`config.mk`:
```
export PLATFORM = sky130hd
export DESIGN_NAME = ram_bist_ctrl
export DESIGN_NICKNAME = d
export VERILOG_FILES = /design/src/rtl/ram_bist_ctrl.sv
export SDC_FILE = /design/constraint.sdc
export NUM_CORES = 1
export LEC_CHECK = 0
export BUFFER_PORTS_ARGS = -buffer_cell sky130_fd_sc_hd__buf_2
export CORE_MARGIN = 2
export CORE_UTILIZATION = 35
export DETAILED_ROUTE_END_ITERATION = 10
export HOLD_SLACK_MARGIN = 0.15
export SLEW_MARGIN = 40
export SYNTH_ARGS = -nofsm -noshare
export SYNTH_HDL_FRONTEND = slang
export SYNTH_SLANG_ARGS = --single-unit
```
`constraint.sdc`:
```
create_clock -name clk -period 2.2 [get_ports clk]
set_input_delay 0.11 -clock clk [delete_from_list [all_inputs] [get_ports clk]]
set_output_delay 0.11 -clock clk [all_outputs]
set_load 0.01 [all_outputs]
```
`src/rtl/ram_bist_ctrl.sv`:
```
// March-style write/read-back BIST initiator for a single-port RAM.
// Two passes: seed-derived pattern, then its full-width inverse.
module ram_bist_ctrl #(
    parameter int unsigned        ADDR_W = 8,
    parameter int unsigned        DATA_W = 16,
    parameter logic [DATA_W-1:0]  SEED   = 16'hA5A5
) (
    input  logic              clk,
    input  logic              rst,
    input  logic              start,
    output logic              busy,
    output logic              done,
    output logic              pass,
    output logic [ADDR_W-1:0] fail_addr,
    output logic [ADDR_W+1:0] err_cnt,
    output logic              ram_wea,
    output logic [ADDR_W-1:0] ram_addr,
    output logic [DATA_W-1:0] ram_wdata,
    input  logic [DATA_W-1:0] ram_rdata
);

    typedef enum logic [2:0] {StIdle, StWr0, StRd0, StWr1, StRd1, StDone} state_e;

    localparam logic [ADDR_W-1:0] LastAddr = {ADDR_W{1'b1}};

    function automatic logic [DATA_W-1:0] pattern(input logic [ADDR_W-1:0] a);
        return SEED ^ DATA_W'(a);
    endfunction

    state_e              state_q, state_d;
    logic [ADDR_W-1:0]   addr_q, addr_d;
    logic                drain_q, drain_d;
    logic                wea_q, wea_d;
    logic [DATA_W-1:0]   wdata_q, wdata_d;
    logic                busy_q, busy_d;
    logic                done_q, done_d;
    logic                pass_q, pass_d;
    logic [ADDR_W-1:0]   fail_addr_q, fail_addr_d;
    logic [ADDR_W+1:0]   err_cnt_q, err_cnt_d;
    logic                cmp_valid_q, cmp_valid_d;
    logic [DATA_W-1:0]   exp_q, exp_d;
    logic [ADDR_W-1:0]   cmp_addr_q, cmp_addr_d;

    always_comb begin
        state_d     = state_q;
        addr_d      = addr_q;
        drain_d     = drain_q;
        pass_d      = pass_q;
        fail_addr_d = fail_addr_q;
        err_cnt_d   = err_cnt_q;

        // Expected data travels one cycle behind the issued read address.
        cmp_valid_d = ((state_q == StRd0) || (state_q == StRd1)) && !drain_q;
        exp_d       = (state_q == StRd1) ? ~pattern(addr_q) : pattern(addr_q);
        cmp_addr_d  = addr_q;

        if (cmp_valid_q && (ram_rdata != exp_q)) begin
            if (err_cnt_q == '0) begin
                fail_addr_d = cmp_addr_q;
            end
            err_cnt_d = err_cnt_q + 1'b1;
        end

        unique case (state_q)
            StIdle: begin
                if (start) begin
                    state_d     = StWr0;
                    addr_d      = '0;
                    drain_d     = 1'b0;
                    pass_d      = 1'b0;
                    fail_addr_d = '0;
                    err_cnt_d   = '0;
                end
            end
            StWr0, StWr1: begin
                if (addr_q == LastAddr) begin
                    state_d = (state_q == StWr0) ? StRd0 : StRd1;
                    addr_d  = '0;
                end else begin
                    addr_d = addr_q + 1'b1;
                end
            end
            StRd0, StRd1: begin
                if (drain_q) begin
                    state_d = (state_q == StRd0) ? StWr1 : StDone;
                    addr_d  = '0;
                    drain_d = 1'b0;
                end else if (addr_q == LastAddr) begin
                    drain_d = 1'b1;
                end else begin
                    addr_d = addr_q + 1'b1;
                end
            end
            StDone: begin
                state_d = StIdle;
            end
            default: begin
                state_d = StIdle;
                addr_d  = '0;
                drain_d = 1'b0;
            end
        endcase

        // Outputs are registered from the next state so they align with it.
        wea_d   = (state_d == StWr0) || (state_d == StWr1);
        wdata_d = '0;
        if (state_d == StWr0) begin
            wdata_d = pattern(addr_d);
        end else if (state_d == StWr1) begin
            wdata_d = ~pattern(addr_d);
        end
        busy_d = (state_d == StWr0) || (state_d == StRd0) ||
                 (state_d == StWr1) || (state_d == StRd1);
        done_d = (state_d == StDone);
        if (state_d == StDone) begin
            pass_d = (err_cnt_d == '0);
        end
    end

    always_ff @(posedge clk or negedge rst) begin
        if (!rst) begin
            state_q     <= StIdle;
            addr_q      <= '0;
            drain_q     <= 1'b0;
            wea_q       <= 1'b0;
            wdata_q     <= '0;
            busy_q      <= 1'b0;
            done_q      <= 1'b0;
            pass_q      <= 1'b0;
            fail_addr_q <= '0;
            err_cnt_q   <= '0;
            cmp_valid_q <= 1'b0;
            exp_q       <= '0;
            cmp_addr_q  <= '0;
        end else begin
            state_q     <= state_d;
            addr_q      <= addr_d;
            drain_q     <= drain_d;
            wea_q       <= wea_d;
            wdata_q     <= wdata_d;
            busy_q      <= busy_d;
            done_q      <= done_d;
            pass_q      <= pass_d;
            fail_addr_q <= fail_addr_d;
            err_cnt_q   <= err_cnt_d;
            cmp_valid_q <= cmp_valid_d;
            exp_q       <= exp_d;
            cmp_addr_q  <= cmp_addr_d;
        end
    end

    assign busy      = busy_q;
    assign done      = done_q;
    assign pass      = pass_q;
    assign fail_addr = fail_addr_q;
    assign err_cnt   = err_cnt_q;
    assign ram_wea   = wea_q;
    assign ram_addr  = addr_q;
    assign ram_wdata = wdata_q;

endmodule

```
=== Word-level counts from Yosys, hierarchy flattened ===
Cells that the tools add are included.

* Multiplexer cells: 27
* Eq/ne operators: 13
* Bitwise operators: 5
* Reduce and logical (&&, ||, !) cells: 18
* Add/subtract/negate cells: 2

{| class="wikitable"
|+ Operators with widths
! operator !! count
|-
| 2-to-1 mux 8 bit || 8
|-
| 2-to-1 mux 16 bit || 3
|-
| NOT 16 bit || 2
|-
| case mux 8 bit (4 select lines) || 1
|-
| 2-to-1 mux 10 bit || 3
|-
| logical NOT 10 bit || 2
|-
| != test 16 bit || 1
|-
| NOT 4 -> 8 bit || 2
|-
| 2-to-1 mux 3 bit || 5
|-
| equality test 3 x 2 -> 1 bit (second input constant) || 4
|-
| equality test 3 bit (second input constant) || 4
|-
| adder 10 x 1 -> 10 bit (second input constant) || 1
|-
| case mux 3 bit (3 select lines) || 1
|-
| adder 8 x 1 -> 8 bit (second input constant) || 1
|-
| equality test 8 bit (second input constant) || 1
|-
| equality test 3 x 1 -> 1 bit (second input constant) || 2
|-
| logical OR 1 bit || 5
|-
| 2-to-1 mux 1 bit || 5
|-
| AND reduction 2 bit || 2
|-
| nonzero test 2 bit || 2
|-
| OR reduction 2 bit || 2
|-
| logical NOT 3 bit || 1
|-
| case mux 1 bit (3 select lines) || 1
|-
| OR reduction 3 bit || 1
|-
| 4 further kinds || 5
|}

* Output and inout bits: 46
* Register bits: 75

=== Longest topological paths before layout ===
Gate-level depths: netlist (run 1).

* Depth after elaboration: 8
* Gate-level depth with buffers: 9
* Depth with buffers taken out: 9

=== Worst setup path before layout (run 1) ===
OpenSTA, ideal clock, no wires.

* Path kind: register -> register
* Start point: register addr_q[0], in the netlist ram_addr[0]
* End point: register wdata_q[7], in the netlist ram_wdata[7]
* Path slack: -10 ps
* Required time: 2,081 ps
* Setup time: 119 ps
* Cell stages (with the launch flop): 10
* Arrival time: 2,091 ps
* Cell sequence: dfrtp_1 > ha_1 > nand3_1 > nor3_2 > nand2_1 > xor2_1 > nor2_1 > buf_2 > xnor2_1 > and2_1

* Elaborated cells between the ends (all ways): 14
* Classes of those cells: add/sub: 1; eq/ne: 3; mux: 8; bitwise: 2

{| class="wikitable"
|+ RTL lines
! item !! RTL line !! text
|-
| start, declared || 31 || <nowiki>logic [ADDR_W-1:0] addr_q, addr_d;</nowiki>
|-
| start signal, assigned || 137 || <nowiki>addr_q <= addr_d;</nowiki>
|-
| equality test 8 bit * || 76 || <nowiki>if (addr_q == LastAddr) begin</nowiki>
|-
| 2-to-1 mux 3 bit * || 76 ||
|-
| case mux 3 bit (3 select lines) * || 64 || <nowiki>unique case (state_q)</nowiki>
|-
| via state_d[1] || 30 || <nowiki>state_e state_q, state_d;</nowiki>
|-
| equality test 3 x 2 -> 1 bit || 109 || <nowiki>end else if (state_d == StWr1) begin</nowiki>
|-
| 2-to-1 mux 16 bit || 109 ||
|-
| 2-to-1 mux 16 bit * || 107 || <nowiki>if (state_d == StWr0) begin</nowiki>
|-
| via wdata_d[7] || 34 || <nowiki>logic [DATA_W-1:0] wdata_q, wdata_d;</nowiki>
|-
| end signal, assigned || 140 || <nowiki>wdata_q <= wdata_d;</nowiki>
|-
| end, declared || 34 ||
|}

Mark *: on every way through the listed nets, which the timed path passes. The rest lies on a longest branch.
A chain may end at the register's enable or synchronous reset.

=== Worst setup path after layout (run 1) ===
* Start point: register exp_q[13]
* End point: register pass_q, in the netlist pass

* Word-level cells in the longest chain between the ends: 7

{| class="wikitable"
|+ Ends and longest elaborated chain
! item !! RTL line !! text
|-
| start, declared || 41 || <nowiki>logic [DATA_W-1:0] exp_q, exp_d;</nowiki>
|-
| start signal, assigned || 147 || <nowiki>exp_q <= exp_d;</nowiki>
|-
| != test 16 bit * || 57 || <nowiki>if (cmp_valid_q && (ram_rdata != exp_q)) begin</nowiki>
|-
| logical AND 1 bit * || 57 ||
|-
| 2-to-1 mux 10 bit * || 57 ||
|-
| 2-to-1 mux 10 bit || 66 || <nowiki>if (start) begin</nowiki>
|-
| 2-to-1 mux 10 bit * || 64 ||
|-
| logical NOT 10 bit * || 116 || <nowiki>pass_d = (err_cnt_d == '0);</nowiki>
|-
| 2-to-1 mux 1 bit * || 115 || <nowiki>if (state_d == StDone) begin</nowiki>
|-
| end signal, assigned || 143 || <nowiki>pass_q <= pass_d;</nowiki>
|-
| end, declared || 37 || <nowiki>logic pass_q, pass_d;</nowiki>
|}

Every way passes the cells marked *; elsewhere a longest branch is shown, timed or not.

==> qor.csv, run 1 <==
stage,metric,value,unit
placement,placed instance count,452,
synthesis,post-synthesis compound-gate area fraction,8.50,%
power,pwr dens,580,mW/mm^2
global_routing,gr ovfl total,0,
clocking,CTS tree,done,
timing,period utilization,96.6,%
synthesis,Mapped Cells,269,
detailed_routing,Routed WL,6550,um
synthesis,Syn Nets,292,
timing,Final min period,2.13,ns
floorplanning,Die W,95.2,um
global_routing,GR Util All Layers,15.3,%
worst_setup_path,Critical Path RT,2.46,ns
worst_hold_path,HP Class,in2reg,
floorplanning,core area,0.00813,mm^2
synthesis,Post-Syn Area per Cell,10.8,um^2
worst_setup_path,Setup crit end kind,flop,
synthesis,Synth Area in Simple Gates,16.3,%
timing,RSZ-0062 raised after global routing,no,
layout,final instance count without filler cells,474,
clocking,H-Tree Depth,3,
placement,pre-CTS setup slack,-0.0496,ns
global_routing,initial antenna violation count,0,
timing,worst setup margin,0.0739,ns
clocking,later-pin clock latency in the skew report,0.33,ns
layout,"commonest cells after routing, fill and taps aside","buf_2, dfrtp_1, nor2_1",
synthesis,synthesis-stage register bit count,63,
floorplanning,io pins,65,
synthesis,Post-synth EDFFs,0,
worst_setup_path,CP Data Arrival Time,2.39,ns
placement,input/output buffers,64,
timing,setup TNS,0,ns
synthesis,largest family of logic cells by synthesized area,simple AND/OR/NAND/NOR gates,
clocking,# clock sinks,63,
floorplanning,Core Rows,33,
timing,final setup vio count,0,
worst_setup_path,type of origin of the critical path,flop,
layout,fin area,0.00384,mm^2
floorplanning,Die Area,0.00907,mm^2
timing,final hold viol count,0,
clocking,Clock Tree Buf Depth,2,
synthesis,synth unique cells,46,
power,peak supply drop,0.000285,V
global_routing,global-route wire length before repair,10500,um
timing,Worst Skew,0.00715,ns
floorplanning,chip height,95.2,um
layout,Layout area overhead,31.9,%
power,Flop pwr share,51.9,%
power,Switching Share,21.8,%
synthesis,mux cell area share after synthesis,4.12,%
layout,diode count,0,
detailed_routing,Detailed Route Iter0 Violations,47,
worst_setup_path,"reg-to-reg slack, setup",0.07,ns
detailed_routing,DRC,0,
worst_hold_path,Hold Path Sink,drain_q,
worst_hold_path,Hold Path Cell Cnt,6,
synthesis,sequential cell area fraction in the yosys report,54.1,%
clocking,CTS clock-pin slew for the worst setup and hold paths,0.07,ns
global_routing,vias in the first global route,2087,
synthesis,Synth Flop Type,dfrtp_1,
worst_setup_path,CP max FO,6,
detailed_routing,"antenna viol nets, final",0,
job,max cap viols,0,
clocking,CTS buffer count,9,
timing,WHS,0.285,ns
worst_setup_path,CP startpoint,exp_q[13],
layout,FILL cells,758,
detailed_routing,via count,2263,
synthesis,Async SR Flop Fraction,100,%
layout,share of cells above drive strength 1,34.1,%
clocking,CTS root buf,clkbuf_8,
synthesis,adder-cell share of the synthesized area,1.72,%
floorplanning,initial core utilization,35.8,%
layout,"commonest non-fill, non-tap cell in the layout",buf_2,
worst_hold_path,Hold Startpoint,start,
power,combinational power share,3.0,%
timing,worst slew pin tran,0.633,ns
layout,Final Net Count,387,
timing,Fmax,470,MHz
power,Clk pwr share,45.1,%
timing,fin. max-slew vios,0,
worst_setup_path,RR Startpoint,exp_q[13],
synthesis,Post-Synth XOR/XNOR Area,11.1,%
power,Cell Int Power,1740,uW
synthesis,Yosys Warn Count,0,
power,Psw,487,uW
power,leakage power,0.00181,uW
detailed_routing,routed vias/inst,4.77,
worst_setup_path,reg2reg end,pass,
outcome,status,"finished, final reports clean",
global_routing,pin count of the biggest net entering global routing,30,
worst_setup_path,Critical Setup Path Class,reg2reg,
placement,placed wire-length estimate,4730,um
placement,placed inst area,0.00350,mm^2
timing,relative slew slack,57.8,%
synthesis,Post-Syn Area,0.00291,mm^2
detailed_routing,DR WL/cell,13.8,um
worst_setup_path,R2R depth,8,
detailed_routing,DRT Pass-1 Iters,5,
placement,Placer Congestion,0.877,
==> kinds of logic after synthesis <==
kind of cell / Yosys count
simple gates: 93
buf+inv: 24
xor+xnor: 37
flops: 63
mux: 12
compound gates: 36
fa+ha+maj: 4
==> worst max-delay path: stages (launching register included) <==
cell,delay (ns)
dfrtp_1,0.38
or4_4,0.43
mux2i_4,0.19
a41oi_4,0.21
buf_6,0.18
nor4_4,0.13
a21oi_1,0.07
a2111o_1,0.34
o21ai_1,0.12
==> cell usage after synthesis, types with 2 or more instances <==
cell | instances | share of area [%]
o21ai_0 | 3 | 0.52
xor2_1 | 21 | 6.3
inv_1 | 8 | 1.0
xnor2_1 | 16 | 4.8
nand3_1 | 8 | 1.4
nand4_1 | 4 | 0.86
nand2b_1 | 2 | 0.43
nor2b_1 | 2 | 0.43
and2_1 | 5 | 1.1
or4_1 | 2 | 0.52
buf_4 | 6 | 1.5
a21oi_1 | 9 | 1.5
a22o_1 | 3 | 0.90
clkinv_1 | 2 | 0.26
o21ai_1 | 7 | 1.2
nor3_1 | 3 | 0.52
a211oi_1 | 2 | 0.52
nor2_1 | 32 | 4.1
nand2_1 | 22 | 2.8
dfrtp_1 | 63 | 54
a41o_1 | 2 | 0.69
clkbuf_1 | 5 | 0.64
nor4_1 | 2 | 0.43
mux2i_1 | 12 | 4.1
and3_1 | 4 | 0.86
ha_1 | 4 | 1.7
==> metrics by stage <==
stage / util [%] / total power (uW)
after floorplan: - / 1190
after global placement: 43.1 / 1240
after detailed placement: 43.1 / 1240
after CTS: 46.6 / 2260
after global routing: 47.3 / 2330
final: 47.3 / 2230
==> state kept, by name, summed over array words and instances (netlist names) <==
| register | count |
|---|---|
| err_cnt | 10 |
| cmp_addr_q | 8 |
| ram_wea | 1 |
| drain_q | 1 |
| state_q | 3 |
| ram_wdata | 10 |
| ram_addr | 8 |
| fail_addr | 8 |
| exp_q | 10 |
| pass | 1 |
| done | 1 |
| busy | 1 |
| cmp_valid_q | 1 |
==> how the worst max path moves through the flow <==
stage | endpoint | cells after the start
final | pass | 8
after CTS | pass | 6
after global placement | pass | 8
after detailed placement | pass | 6
after floorplan | pass | 8
after global routing | pass | 8
==> power by group through the flow <==
stage | clock network [uW] | logic (uW) | registers, uW
2_1_floorplan | 0 | 11.0 | 1180
3_3_place_gp | 0 | 59.6 | 1180
4_1_cts | 1030 | 67.2 | 1160
3_5_place_dp | 0 | 59.6 | 1180
6_report | 1010 | 66.7 | 1160
5_1_grt | 1100 | 74.9 | 1160
==> layout make-up <==
class	instances	area (um^2)	share of cell area, %
clock inverters	4	53.8	1.40
clock buffers	12	145	3.78
repair buffers	98	589	15.3
multi-input cells	182	1310	34.1
inverters	10	37.5	0.977
well taps	105	131	3.42
flip-flops and latches	63	1580	41.0
==> what timing repair did <==
action,4_1_cts,5_1_grt
hold buffers,1,0
setup endpoints to repair,1,6
buffers inserted,1,3
resized for setup,10,6
gates cloned,1,0
hold endpoints to repair,27,0
pin swaps,3,8
==> layer usage <==
metal | share of wire (%) | wire, um | GRT usage, % | vias to the layer above
li1 | - | - | - | 1104
met1 | 47 | 3050 | 20.9 | 1087
met2 | 45 | 2980 | 22.9 | 57
met3 | 5.2 | 338 | 3.48 | 15
met4 | 2.8 | 182 | 7.13 | 0
met5 | 0 | 0 | 0 | -
Power figures use the tool's default switching activity.
==> inputs of run 2 (changes only) <==
==> constraint.sdc (replaced) <==
create_clock -name clk -period 2.2 [get_ports clk]
set_input_delay 0.22 -clock clk [delete_from_list [all_inputs] [get_ports clk]]
set_output_delay 0.22 -clock clk [all_outputs]
set_load 0.01 [all_outputs]
==> run 2 against run 1 <==
Against the previous run:
- via count rose by 1.2%
- hold slack better by 0.050 ns
- sequential share of layout area decreased by 0.93 points
- setup slack improved by 0.0034 ns
- clock skew grew 0.0043 ns
- die area did not move
- cell count did not move
- first-iteration DRC count up 40%
- critical path depth unchanged
- sequential power barely moved
- clock power rose by 35%
==> qor.csv, run 2 (synthesis gave the netlist of run 1 again) <==
stage,metric,value,unit,change
detailed_routing,DRC,0,,unchanged
floorplanning,io pins,65,,unchanged
worst_setup_path,Setup crit end kind,flop,,
layout,fin area,0.00393,mm^2,+2.3%
timing,fin. max-slew vios,0,,unchanged
floorplanning,initial core utilization,35.8,%,unchanged
global_routing,pin count of the biggest net entering global routing,25,,-17%
timing,RSZ-0062 raised after global routing,yes,,
layout,Final Net Count,388,,+0.26%
layout,Layout area overhead,35.0,%,
detailed_routing,routed vias/inst,4.83,,+1.2%
timing,Worst Skew,0.0115,ns,+0.00433 ns
timing,Fmax,471,MHz,+0.16%
placement,input/output buffers,64,,unchanged
layout,diode count,0,,unchanged
floorplanning,chip height,95.2,um,unchanged
power,leakage power,0.00185,uW,+2.4%
timing,final hold viol count,0,,unchanged
timing,worst slew pin tran,0.549,ns,-0.0837 ns
clocking,later-pin clock latency in the skew report,0.35,ns,+0.02 ns
floorplanning,core area,0.00813,mm^2,unchanged
worst_hold_path,HP Class,in2reg,,
detailed_routing,DRT Pass-1 Iters,4,,-1
placement,placed wire-length estimate,4850,um,+2.7%
floorplanning,Die W,95.2,um,unchanged
layout,"commonest non-fill, non-tap cell in the layout",buf_2,,
placement,pre-CTS setup slack,-0.0417,ns,+0.00795 ns
global_routing,gr ovfl total,0,,unchanged
layout,FILL cells,758,,unchanged
worst_setup_path,Critical Path RT,2.47,ns,about the same
power,pwr dens,659,mW/mm^2,+14%
layout,final instance count without filler cells,474,,unchanged
detailed_routing,via count,2291,,+1.2%
timing,Final min period,2.12,ns,-0.00336 ns
power,peak supply drop,0.000339,V,+19%
detailed_routing,Detailed Route Iter0 Violations,66,,+40%
detailed_routing,DR WL/cell,14.4,um,+4.4%
worst_setup_path,Critical Setup Path Class,reg2reg,,
timing,worst setup margin,0.0773,ns,+0.00336 ns
worst_setup_path,CP Data Arrival Time,2.40,ns,about the same
worst_setup_path,type of origin of the critical path,flop,,
timing,period utilization,96.5,%,-0.15 points
clocking,CTS tree,done,,
global_routing,global-route wire length before repair,10800,um,+3.0%
global_routing,vias in the first global route,2124,,+1.8%
layout,multi-input logic area,0.00133,mm^2,+1.6%
placement,Placer Congestion,0.860,,-1.9%
clocking,H-Tree Depth,3,,unchanged
job,max cap viols,0,,unchanged
clocking,Clock Tree Buf Depth,2,,unchanged
clocking,# clock sinks,63,,unchanged
floorplanning,Die Area,0.00907,mm^2,unchanged
timing,relative slew slack,63.4,%,+5.6 points
layout,Sequential Area,0.00158,mm^2,unchanged
clocking,CTS root buf,clkbuf_8,,
layout,share of cells above drive strength 1,35.8,%,+1.6 points
clocking,CTS buffer count,9,,unchanged
timing,final setup vio count,0,,unchanged
detailed_routing,Routed WL,6840,um,+4.4%
clocking,CTS clock-pin slew for the worst setup and hold paths,0.07,ns,about the same
timing,setup TNS,0,ns,unchanged
floorplanning,Core Rows,33,,unchanged
layout,"commonest cells after routing, fill and taps aside","buf_2, dfrtp_1, buf_4",,
global_routing,initial antenna violation count,0,,unchanged
placement,placed inst area,0.00351,mm^2,+0.21%
placement,placed instance count,453,,+0.22%
detailed_routing,"antenna viol nets, final",0,,unchanged
worst_setup_path,CP max FO,8,,+2
global_routing,GR Util All Layers,16.2,%,+0.92 points
outcome,status,"finished, final reports clean",,
run 2: cell types whose count changed in the layout (fill, tap and decap cells not counted), sizes merged:
| cell | previous run | this run |
|---|---|---|
| buf | 97 | 98 |
| bufinv | 1 | 4 |
| clkbuf | 12 | 10 |
| clkinvlp | 2 | 0 |
run 2: worst paths after layout:
kind,cells past startpoint,startpoint,slack (ns),to
hold / removal,6,start,0.34,drain_q
setup / recovery,8,exp_q[13],0.08,pass
max in group asynchronous,3,rst,1.11,state_q[2]
setup reg to reg,8,exp_q[13],0.08,pass
min in group asynchronous,2,rst,0.38,fail_addr[0]
hold reg to reg,2,cmp_addr_q[1],0.49,fail_addr[1]
run 2: metal layers:
| metal | global-route usage, % | wire length (um) | vias to the layer above |
|---|---|---|---|
| met1 | 20.7 | 3090 | 1116 |
| met3 | 4.51 | 320 | 10 |
| met2 | 25.4 | 3310 | 64 |
| met5 | 0 | 0 | - |
| li1 | - | - | 1101 |
| met4 | 7.49 | 122 | 0 |
run 2: per-stage QoR:
step	utilization, %	hold slack (ns)	power (uW)
finish	48.3	0.335	2590
global placement	43.2	0.231	1240
CTS	47.6	0.320	2620
floorplan	-	-0.0756	1190
detailed placement	43.2	0.241	1240
global route	48.3	0.388	2680
run 2: power by group:
part	leakage (uW)	internal, uW	total [uW]	switching [uW]
sequential	0.000759	1160	1160	0.000151
combinational	0.000962	27.6	70.1	42.5
clock	0.000133	896	1360	466
total	0.00185	2080	2590	508
run 2: layout make-up:
class	count	share of cell area, %
Timing Repair Buffer	99	15.0
Clock inverter	5	3.28
Clock buffer	10	3.50
Multi-Input combinational cell	182	33.9
Inverter	10	0.955
Sequential cell	63	40.1
Tap cell	105	3.34
run 2: critical path, cell delays in order, from the launching register on:
cell and delay [ns]:
dfrtp_1 0.38, or4_4 0.43, mux2i_4 0.19, a41oi_4 0.20, buf_6 0.19, nand3_2 0.07
a21oi_1 0.07, a2111o_1 0.39, o21ai_1 0.13
run 2: repair_timing:
action | 4_1_cts | 5_1_grt
setup buffers | 2 | 3
hold buffers | 1 | 0
pin swaps | 1 | 13
endpoints found under the hold margin | 22 | 0
resized for setup | 11 | 6
setup endpoints to repair | 1 | 13
==> inputs of run 3 (changes only) <==
ABC_AREA = 1   (was not set)
BUFFER_PORTS_ARGS = -buffer_cell sky130_fd_sc_hd__clkbuf_2   (was -buffer_cell sky130_fd_sc_hd__buf_2)
==> run 3 against run 2 <==
Against the previous run:
- wire length fell by 5.0%
- global-route usage fell by 1.4 points
- register-to-register slack improved by 0.20 ns
- sequential power barely moved
- fmax rose by 10%
- combinational power rose by 71%
- synthesized area rose by 5.2%
- critical path depth rose by 6
- clock power fell by 37%
- clock skew fell by 0.0016 ns
- hold slack improved by 0.015 ns
- flip-flop and latch count did not move
==> qor.csv, run 3 <==
stage,metric,value,unit,change
layout,FILL cells,868,,+15%
floorplanning,io pins,65,,unchanged
detailed_routing,routed vias/inst,4.54,,-6.0%
clocking,CTS tree,done,,
timing,Worst Skew,0.00992,ns,-0.00156 ns
worst_hold_path,Hold Startpoint,start,,
floorplanning,Core Rows,34,,+3.0%
synthesis,Async SR Flop Fraction,100,%,unchanged
detailed_routing,DRT Pass-1 Iters,6,,+2
floorplanning,core area,0.00859,mm^2,+5.6%
global_routing,Most Crowded Layer GR,met2,,
clocking,# clock sinks,63,,unchanged
floorplanning,chip height,97.6,um,+2.5%
power,Clk pwr share,39.5,%,-13 points
global_routing,met2 Use GR,23.4,%,-2.0 points
timing,relative slew slack,62.4,%,-0.97 points
worst_setup_path,"reg-to-reg slack, setup",0.28,ns,+0.20 ns
placement,input/output buffers,64,,unchanged
global_routing,met3 Use GR,3.74,%,-0.76 points
power,leakage power,0.00198,uW,+6.6%
clocking,Clock Tree Buf Depth,2,,unchanged
timing,RSZ-0062 raised after global routing,no,,
detailed_routing,Routed WL,6500,um,-5.0%
synthesis,Synth Flop Type,dfrtp_1,,
layout,"commonest cells after routing, fill and taps aside","nand2_1, inv_1, clkbuf_2",,
synthesis,ranking of synthesized cells by area,"dfrtp_1, nand2_1, inv_1",,
floorplanning,Die W,97.6,um,+2.5%
synthesis,cell with the most instances after synthesis,nand2_1,,
worst_setup_path,Slowest cell on crit path,dfrtp_1,,
global_routing,GR Util All Layers,14.7,%,-1.4 points
synthesis,most frequent cells after synthesis,"nand2_1, inv_1, dfrtp_1",,
timing,setup TNS,0,ns,unchanged
detailed_routing,via count,2522,,+10%
power,combinational power share,5.5,%,+2.8 points
synthesis,Post-Syn Area per Cell,8.20,um^2,-24%
power,Flop pwr share,55.0,%,+10 points
timing,fin. max-slew vios,0,,unchanged
layout,share of cells above drive strength 1,23.7,%,-12 points
layout,"Core Util, Final",42.6,%,-5.7 points
global_routing,global-route wire length before repair,11200,um,+4.0%
layout,Layout area overhead,19.6,%,
detailed_routing,"antenna viol nets, final",0,,unchanged
timing,Final min period,1.92,ns,-0.198 ns
synthesis,Synth top area share,51.4,%,-2.7 points
power,peak supply drop,0.000267,V,-21%
job,max cap viols,0,,unchanged
timing,period utilization,87.5,%,-9.0 points
clocking,CTS buffer count,9,,unchanged
worst_setup_path,Critical Setup Path Class,reg2reg,,
worst_setup_path,R2R depth,14,,+6
worst_setup_path,Critical Path RT,2.42,ns,-0.05 ns
detailed_routing,Detailed Route Iter0 Violations,136,,+110%
synthesis,synthesis-stage register bit count,63,,unchanged
synthesis,Post-Syn Area,0.00307,mm^2,+5.2%
timing,final setup vio count,0,,unchanged
clocking,later-pin clock latency in the skew report,0.34,ns,about the same
floorplanning,Die Area,0.00952,mm^2,+5.0%
worst_setup_path,CP Data Arrival Time,2.15,ns,-0.25 ns
power,Psw,546,uW,+7.3%
worst_setup_path,reg2reg end,ram_wdata[1],,
worst_setup_path,type of origin of the critical path,flop,,
worst_setup_path,Crit path top cell by count,nand2_1,,
synthesis,Syn Nets,397,,+36%
detailed_routing,DR WL/cell,11.7,um,-19%
power,Cell Int Power,1620,uW,-22%
worst_setup_path,CP max FO,8,,unchanged
synthesis,sequential cell area fraction in the yosys report,51.4,%,-2.7 points
placement,Placer Congestion,0.827,,-3.9%
global_routing,pin count of the biggest net entering global routing,64,,+160%
worst_setup_path,Setup crit end kind,flop,,
detailed_routing,DRC,0,,unchanged
synthesis,Mapped Cells,374,,+39%
layout,fin area,0.00366,mm^2,-6.8%
global_routing,initial antenna violation count,0,,unchanged
outcome,status,"finished, final reports clean",,
placement,placed inst area,0.00348,mm^2,-0.78%
clocking,Post-CTS Setup Inserts,0,,-2
worst_setup_path,Critical Path Max Stage Delay,0.42,ns,about the same
synthesis,Yosys Warn Count,0,,unchanged
layout,Final Net Count,466,,+20%
layout,diode count,0,,unchanged
synthesis,Post-synth EDFFs,0,,unchanged
global_routing,vias in the first global route,2508,,+18%
clocking,CTS root buf,clkbuf_8,,
synthesis,post-synth top area cell,dfrtp_1,,
placement,placed wire-length estimate,4760,um,-2.0%
floorplanning,initial core utilization,35.7,%,-0.15 points
power,pwr dens,590,mW/mm^2,-10%
worst_setup_path,critical path cell sequence,ha_1 > nand2_1 > inv_2 > nand2_2 > nor2_4 > nand4_4 > o21ai_1 > nand2_1 > nor2_4 > inv_2 > nand2_4 > inv_4 > nand2_1 > o21ai_1,,
worst_setup_path,RR Startpoint,ram_addr[1],,
worst_hold_path,HP Class,in2reg,,
clocking,H-Tree Depth,3,,unchanged
power,Switching Share,25.2,%,+5.6 points
global_routing,met1 usage,18.5,%,-2.2 points
timing,Fmax,519,MHz,+10%
layout,"commonest non-fill, non-tap cell in the layout",nand2_1,,
worst_hold_path,Hold Path Cell Cnt,5,,-1
timing,final hold viol count,0,,unchanged
worst_hold_path,Hold Path Sink,drain_q,,
global_routing,gr ovfl total,0,,unchanged
timing,worst slew pin tran,0.563,ns,+0.0146 ns
synthesis,synth unique cells,34,,-26%
clocking,CTS clock-pin slew for the worst setup and hold paths,0.07,ns,about the same
run 3: cell types whose count changed after synthesis, sizes merged, moves of 4 or more:
cell and delta:
inv +66, mux2i -12, nand2 +69, and2 -5, nand3 +23, xor2 -12, and3 -4, xnor2 -16
o21ai +14
run 3: power groups by stage:
stage	Clock (uW)	Sequential [uW]	Combinational, uW
floorplan	0	1220	43.2
global placement	0	1210	117
detailed placement	0	1210	121
CTS	892	1190	123
global route	931	1190	140
finish	854	1190	120
run 3: metrics by stage:
step                instances  setup slack, ns  hold WS (ns)  power [uW]
finish                    555            0.275         0.351        2160
CTS                       555            0.165         0.340        2200
detailed placement        539            0.176         0.442        1330
floorplan                 374            0.328       -0.0756        1260
global route              555          0.00669         0.387        2260
global placement          539            0.295         0.436        1330
run 3: what timing repair did:
item,4_1_cts,5_1_grt
gates resized for setup,0,1
setup endpoints to repair,0,7
endpoints found under the hold margin,63,0
hold buffers,1,0
run 3: critical path: cells and delay by family, from the launching register on:
kind            cells  cell delay, ns
simple gates        8            0.81
flops               1            0.42
compound gates      2            0.23
fa+ha+maj           1            0.19
buf+inv             3            0.17
run 3: how the worst max path moves through the flow:
stage | endpoint | slack (ns) | start | cells past startpoint
after global routing | ram_wdata[6] | 0.007 | ram_addr[1] | 14
after global placement | fail_addr[1] | 0.30 | err_cnt[0] | 9
after CTS | fail_addr[0] | 0.17 | err_cnt[0] | 9
after detailed placement | fail_addr[1] | 0.18 | err_cnt[0] | 9
final | ram_wdata[1] | 0.28 | ram_addr[1] | 14
after floorplan | ram_wdata[3] | 0.33 | ram_addr[0] | 14
run 3: routing by layer:
layer	part of all wire, %	up-vias	routed length (um)
li1	-	1290	-
met1	46	1157	2980
met2	47	56	3060
met3	4.3	19	277
met4	2.7	0	178
met5	0	-	0
run 3: logic make-up (layout without fill, tap and decap cells):
family	count (synthesis)	after routing	share of synthesized area, %
simple gates	171	171	25.6
buf+inv	86	159	11.5
flops	63	63	51.4
compound gates	41	41	7.27
xor+xnor	9	9	2.57
fa+ha+maj	4	4	1.63
run 3: cell type report:
cell class | count | area, um^2 | area share, %
tap | 108 | 135 | 3.69
clock inverter | 6 | 38.8 | 1.06
clock buffer | 9 | 124 | 3.38
sequential | 63 | 1580 | 43.0
multi-input combinational | 225 | 1140 | 31.1
timing repair buffer | 69 | 364 | 9.94
inverter | 75 | 285 | 7.78
